$ cat src/rtl/byte_rd_serializer.sv
// byte_rd_serializer: captures a register value on an accepted start and
// streams it to a byte-wide read port, LSB byte first, one byte per
// valid/ready handshake. byte_idx follows the 2-bit byte-select numbering,
// so the host can rebuild the word byte by byte.

module byte_rd_serializer #(
    parameter int unsigned DATA_WIDTH = 32
) (
    input  logic                  clk,
    input  logic                  rst,
    input  logic                  start,
    input  logic [DATA_WIDTH-1:0] data_in,
    output logic                  busy,
    output logic [7:0]            byte_out,
    output logic                  byte_valid,
    input  logic                  byte_ready,
    output logic [1:0]            byte_idx,
    output logic                  done
);

    localparam int unsigned NUM_BYTES = (DATA_WIDTH + 7) / 8;
    localparam logic [1:0]  LastIdx   = 2'(NUM_BYTES - 1);

    typedef enum logic {
        StIdle,
        StSend
    } state_e;

    state_e      state_q, state_d;
    logic [31:0] shadow_q, shadow_d;
    logic [1:0]  idx_q, idx_d;
    logic        done_q, done_d;
    logic [31:0] data_ext;
    logic        handshake;

    // Zero-extend the input word; unused upper bytes always read back as 0.
    always_comb begin
        data_ext                 = '0;
        data_ext[DATA_WIDTH-1:0] = data_in;
    end

    assign handshake = byte_valid & byte_ready;

    // State register: FSM state, shadow word, byte index and done pulse.
    always_ff @(posedge clk) begin
        if (rst) begin
            state_q  <= StIdle;
            shadow_q <= '0;
            idx_q    <= '0;
            done_q   <= 1'b0;
        end else begin
            state_q  <= state_d;
            shadow_q <= shadow_d;
            idx_q    <= idx_d;
            done_q   <= done_d;
        end
    end

    // Next-state logic: capture in IDLE, advance the byte index on handshakes.
    always_comb begin
        state_d  = state_q;
        shadow_d = shadow_q;
        idx_d    = idx_q;
        done_d   = 1'b0;
        unique case (state_q)
            StIdle: begin
                // A start arriving while busy never reaches here, so the
                // shadow cannot be disturbed mid-transfer.
                if (start) begin
                    shadow_d = data_ext;
                    idx_d    = 2'd0;
                    state_d  = StSend;
                end
            end
            StSend: begin
                if (handshake) begin
                    if (idx_q == LastIdx) begin
                        state_d = StIdle;
                        idx_d   = 2'd0;
                        done_d  = 1'b1;
                    end else begin
                        idx_d = idx_q + 2'd1;
                    end
                end
            end
            default: begin
                state_d = StIdle;
                idx_d   = 2'd0;
            end
        endcase
    end

    // Outputs: byte lane selected from the shadow, zero whenever idle.
    always_comb begin
        busy       = (state_q == StSend);
        byte_valid = (state_q == StSend);
        byte_idx   = idx_q;
        done       = done_q;
        byte_out   = 8'h00;
        if (state_q == StSend) begin
            unique case (idx_q)
                2'd0: byte_out = shadow_q[7:0];
                2'd1: byte_out = shadow_q[15:8];
                2'd2: byte_out = shadow_q[23:16];
                2'd3: byte_out = shadow_q[31:24];
                default: byte_out = 8'h00;
            endcase
        end
    end

endmodule

$ cat config.mk
export PLATFORM = sky130hd
export DESIGN_NAME = byte_rd_serializer
export DESIGN_NICKNAME = d
export VERILOG_FILES = /design/src/rtl/byte_rd_serializer.sv
export SDC_FILE = /design/constraint.sdc
export NUM_CORES = 1
export LEC_CHECK = 0
export BUFFER_PORTS_ARGS = -buffer_cell sky130_fd_sc_hd__buf_2
export CAP_MARGIN = 20
export CORE_MARGIN = 4
export CORE_UTILIZATION = 30
export DETAILED_ROUTE_END_ITERATION = 10
export SLEW_MARGIN = 40
export SYNTH_ARGS = -nofsm -noshare
export SYNTH_HDL_FRONTEND = slang
export SYNTH_SLANG_ARGS = --single-unit
export TNS_END_PERCENT = 30
$ cat constraint.sdc
create_clock -name clk -period 2.4 [get_ports clk]
set_clock_uncertainty 0.15 [all_clocks]
set_input_delay 0.12 -clock clk [delete_from_list [all_inputs] [get_ports clk]]
set_output_delay 0.12 -clock clk [all_outputs]
set_load 0.05 [all_outputs]
[Word level (Yosys, flattened, before mapping)]
Index checks and enable logic that the tools add are counted.
Cells by class
  mux-type cells: 11
  equality and inequality tests: 5
  reductions and logical operators: 4
  bitwise gates (word level): 3
  $add $sub $neg: 1
Operators with widths (number)
  $pmux W8 S4: 1
  $mux W8: 1
  $mux W2: 3
  $eq A2 B2 Y1 const B: 2
  $mux W1: 4
  $pmux W2 S2: 1
  $reduce_and A2 Y1: 2
  $reduce_or A3 Y1: 1
  $add A2 B1 Y2 const B: 1
  $eq A2 B1 Y1 const B: 1
  $logic_not A2 Y1: 1
  $ne A2 B1 Y1 const B: 1
  $ne A2 B2 Y1 const B: 1
  $not A1 Y1: 2
  $pmux W1 S2: 1
  $and A1 B1 Y1: 1
Word-level totals
  output and inout port bits: 13
  logic and storage cells: 28
  bits of input ports: 36
  flip-flop bits (word level): 36

[Logic depth before layout (Yosys ltp)]
  depth after elaboration: 4
  gate-level depth with buffers: 6
  gate-level depth less buffers: 5

[Worst setup path after synthesis]
Ideal clock, no wire load.
  path type: reg2out
  start point: reg idx_q[0] (netlist: byte_idx[0])
  end point: out byte_out[5]
  path buffers: 1
  data arrival time: 2.170 ns
  required time: 2.130 ns
  path slack: -0.040 ns
  cell stages (with the launch flop): 7
  path through: dfxtp_1 > inv_1 > ha_1 > inv_1 > buf_2 > o21ai_0 > a21oi_1
On the way
  cells in the longest elaborated chain, start to end: 3
  elaborated cells between the ends (all ways): 6
  classes of those cells: 3 x eq/ne; 2 x mux; 1 x reduce/logical
RTL lines
  start, declared: RTL line 31  | logic [1:0] idx_q, idx_d;
  start signal, assigned: RTL line 54  | idx_q <= idx_d;
  $eq A2 B2 Y1 (tied with other cells): RTL line 101  | unique case (idx_q)
  $pmux W8 S4 (*): RTL line 101
  $mux W8 (*): RTL line 100  | if (state_q == StSend) begin
  end, declared: RTL line 14  | output logic [7:0] byte_out,
Mark *: on every way between the ends. The rest lies on a longest branch, timed or not.

[Worst setup path after layout]
  start point: reg idx_q[0] (netlist: byte_idx[0])
  end point: out byte_out[7]
Same word-level chain as after synthesis.

==> impl_metrics.ini <==
[global_routing]
grt_pass1_wl_mm = 7.22
globalRouteOverflowTotal = 0
grt_max_degree = 37
grt_pass1_vias = 1529
track_usage_pct = 14.4
antenna_found_initial = 0

[clock_network]
cts_tree = built
clockBufferDepth = 2
clockRootBuffer = clkbuf_8
cts.sinks = 36
insertion_delay_ns = 0.28
h-tree-depth = 2
cts_buffers = 5
clk_pin_slew_worst_paths_ns = 0.07

[setup_path]
crit_type = flip-flop to primary output
setup.worst_path.start_class = flip-flop
cp_max_fo = 16
required_ns = 2.13
rrSetupSlack_ns = 0.81
worstSetupEndpointType = primary output
arrival_ns = 1.92

[placement]
place_area_um2 = 1760
portBuffers = 48
hpwl_mm = 2.87
place_congestion = 0.728
pre_cts_ws_ns = 0.534

[final_layout]
n_antenna_cell = 0
num-fill-cells = 509
final_common_cell = nand2_1
drive_gt1_share_pct = 22.6
mostFrequentLayoutCells = nand2_1 (64), buf_2 (48), a21oi_1 (38), dfxtp_1 (36), dlygate4sd3_1 (34)
areaGrowthSynthToFinish_pct = 43.2
design_area_um2 = 2200
nets = 305

[logic_synthesis]
syn_nets = 232
syn_avg_cell_area_um2 = 7.99
ys_types = 20
yosysTopAreaCell = dfxtp_1
synth_warnings = 0
synth_area_leaders = dfxtp_1 (47%), nand2_1 (16%), a21oi_1 (12%)
synthCells = 192
yosys.area.top_type_share_pct = 47.0
syn_area_um2 = 1530
ys_seq_elements = 36
ys_seq_area_share_pct = 47.0

[sta]
max_slew_margin_pct = 54.8
final_max_slew_viol_count = 0
rsz0062_at_grt = no
setup_viol = 0
setup_ws_ns = 0.214
final.min_clock_period_ns = 2.19
period_share_pct = 91.1
fmax_mhz = 457
hold_violations = 0
worst_pin_slew_ns = 0.678

[routing]
via_count = 1549
routedWlPerCell_um = 12.9
highest_layer = met4
dr_wl_met3_um = 334
dr.pass1.iters = 6
route.met2.wl_mm = 1.89
drt_wl_total_mm = 4.29
drc = 0
wl_met1_mm = 2.03
drt_iter0_drc = 159
vias_per_cell = 4.67
final_antenna_net_count = 0

[run]
drv_cap = 0

[worst_hold_path]
hp-class = input port to flip-flop

[pwr]
switching_power_mw = 0.345
power.leakage_nw = 0.917
seqPwrFrac_pct = 49.5
max-vdd-ir-drop_uv = 370
power.share.clock_pct = 34.5
switching_share_pct = 26.0
internal_power_mw = 0.980
comb_power_share_pct = 16.1
power_density_nw_per_um2 = 603

[floorplan]
core_area_um2 = 4850
rows = 25
ios = 49
initial_core_util_pct = 31.6
die_y_um = 79.5
dieArea_um2 = 6320
die_w_um = 79.5

[status]
status = completed
[critical path, stage by stage (launching register included)]
cell	delay, ns
dfxtp_1	0.43
inv_1	0.09
ha_1	0.20
inv_1	0.30
o21ai_0	0.13
a21oi_1	0.19
buf_2	0.29
[final timing paths]
path                       startpoint                   endpoint  cells after the start
min reg2reg  shadow_q[1]$_SDFFE_PP0P_   shadow_q[1]$_SDFFE_PP0P_                      2
max reg2reg           busy$_SDFF_PP0_  shadow_q[22]$_SDFFE_PP0P_                      3
min                               rst            done$_SDFF_PP0_                      2
max          byte_idx[0]$_SDFFE_PP0P_                byte_out[7]                      6
[layer usage]
metal	track usage, %	up-vias
met5	0	-
met4	3.09	0
met3	3.39	7
met2	23.0	52
met1	19.6	698
li1	-	792
[synthesized netlist by cell type (all sizes together)]
cell and n:
nand3 1, dfxtp 36, mux2i 1, buf 14, inv 3, a222oi 8, ha 4, a32oi 2
nor2b 1, nor2 5, nand2 64, a21oi 40, or2b 1, nor3b 1, clkbuf 3, o21ai 8
[flip-flops by register name, summed over array words and instances, names as in the netlist]
signal / cells
done: 1
shadow_q: 32
busy: 1
byte_idx: 2
[power by group through the flow]
stage	registers [mW]	logic (mW)	clock network, mW
4_1_cts	0.655	0.216	0.465
6_report	0.656	0.213	0.457
3_3_place_gp	0.669	0.171	0
3_5_place_dp	0.668	0.172	0
2_1_floorplan	0.665	0.123	0
5_1_grt	0.659	0.239	0.490
[metrics by stage]
stage	instances	utilization (%)	hold WS, ns	total power [mW]	TNS [ns]
2_1_floorplan	192	-	0.106	0.789	-0.0802
3_3_place_gp	291	36.3	0.213	0.840	0
3_5_place_dp	291	36.3	0.220	0.841	0
4_1_cts	332	45.3	0.209	1.34	0
5_1_grt	332	45.3	0.232	1.39	0
6_report	332	45.3	0.208	1.33	0
[kinds of logic after synthesis]
group	after synthesis	synth area share [%]
compound gates	58	22.5
fa+ha+maj	4	3.26
buf+inv	20	7.75
flops	36	47.0
mux	1	0.653
simple gates	73	18.8
[what timing repair did]
item | 4_1_cts | 5_1_grt
hold endpoints to repair | 34 | 0
setup buffers | 0 | 0
hold buffers | 34 | 0
resized for setup | 0 | 0
[area by class of cell]
| type | count | area [um^2] | share of cell area [%] |
|---|---|---|---|
| Inverter | 3 | 11.3 | 0.513 |
| Tap cell | 67 | 83.8 | 3.82 |
| Multi-Input combinational cell | 136 | 697 | 31.7 |
| Timing Repair Buffer | 83 | 588 | 26.8 |
| Clock buffer | 7 | 96.3 | 4.38 |
| Sequential cell | 36 | 721 | 32.8 |
Note: power is estimated with default switching activity, not from simulation.
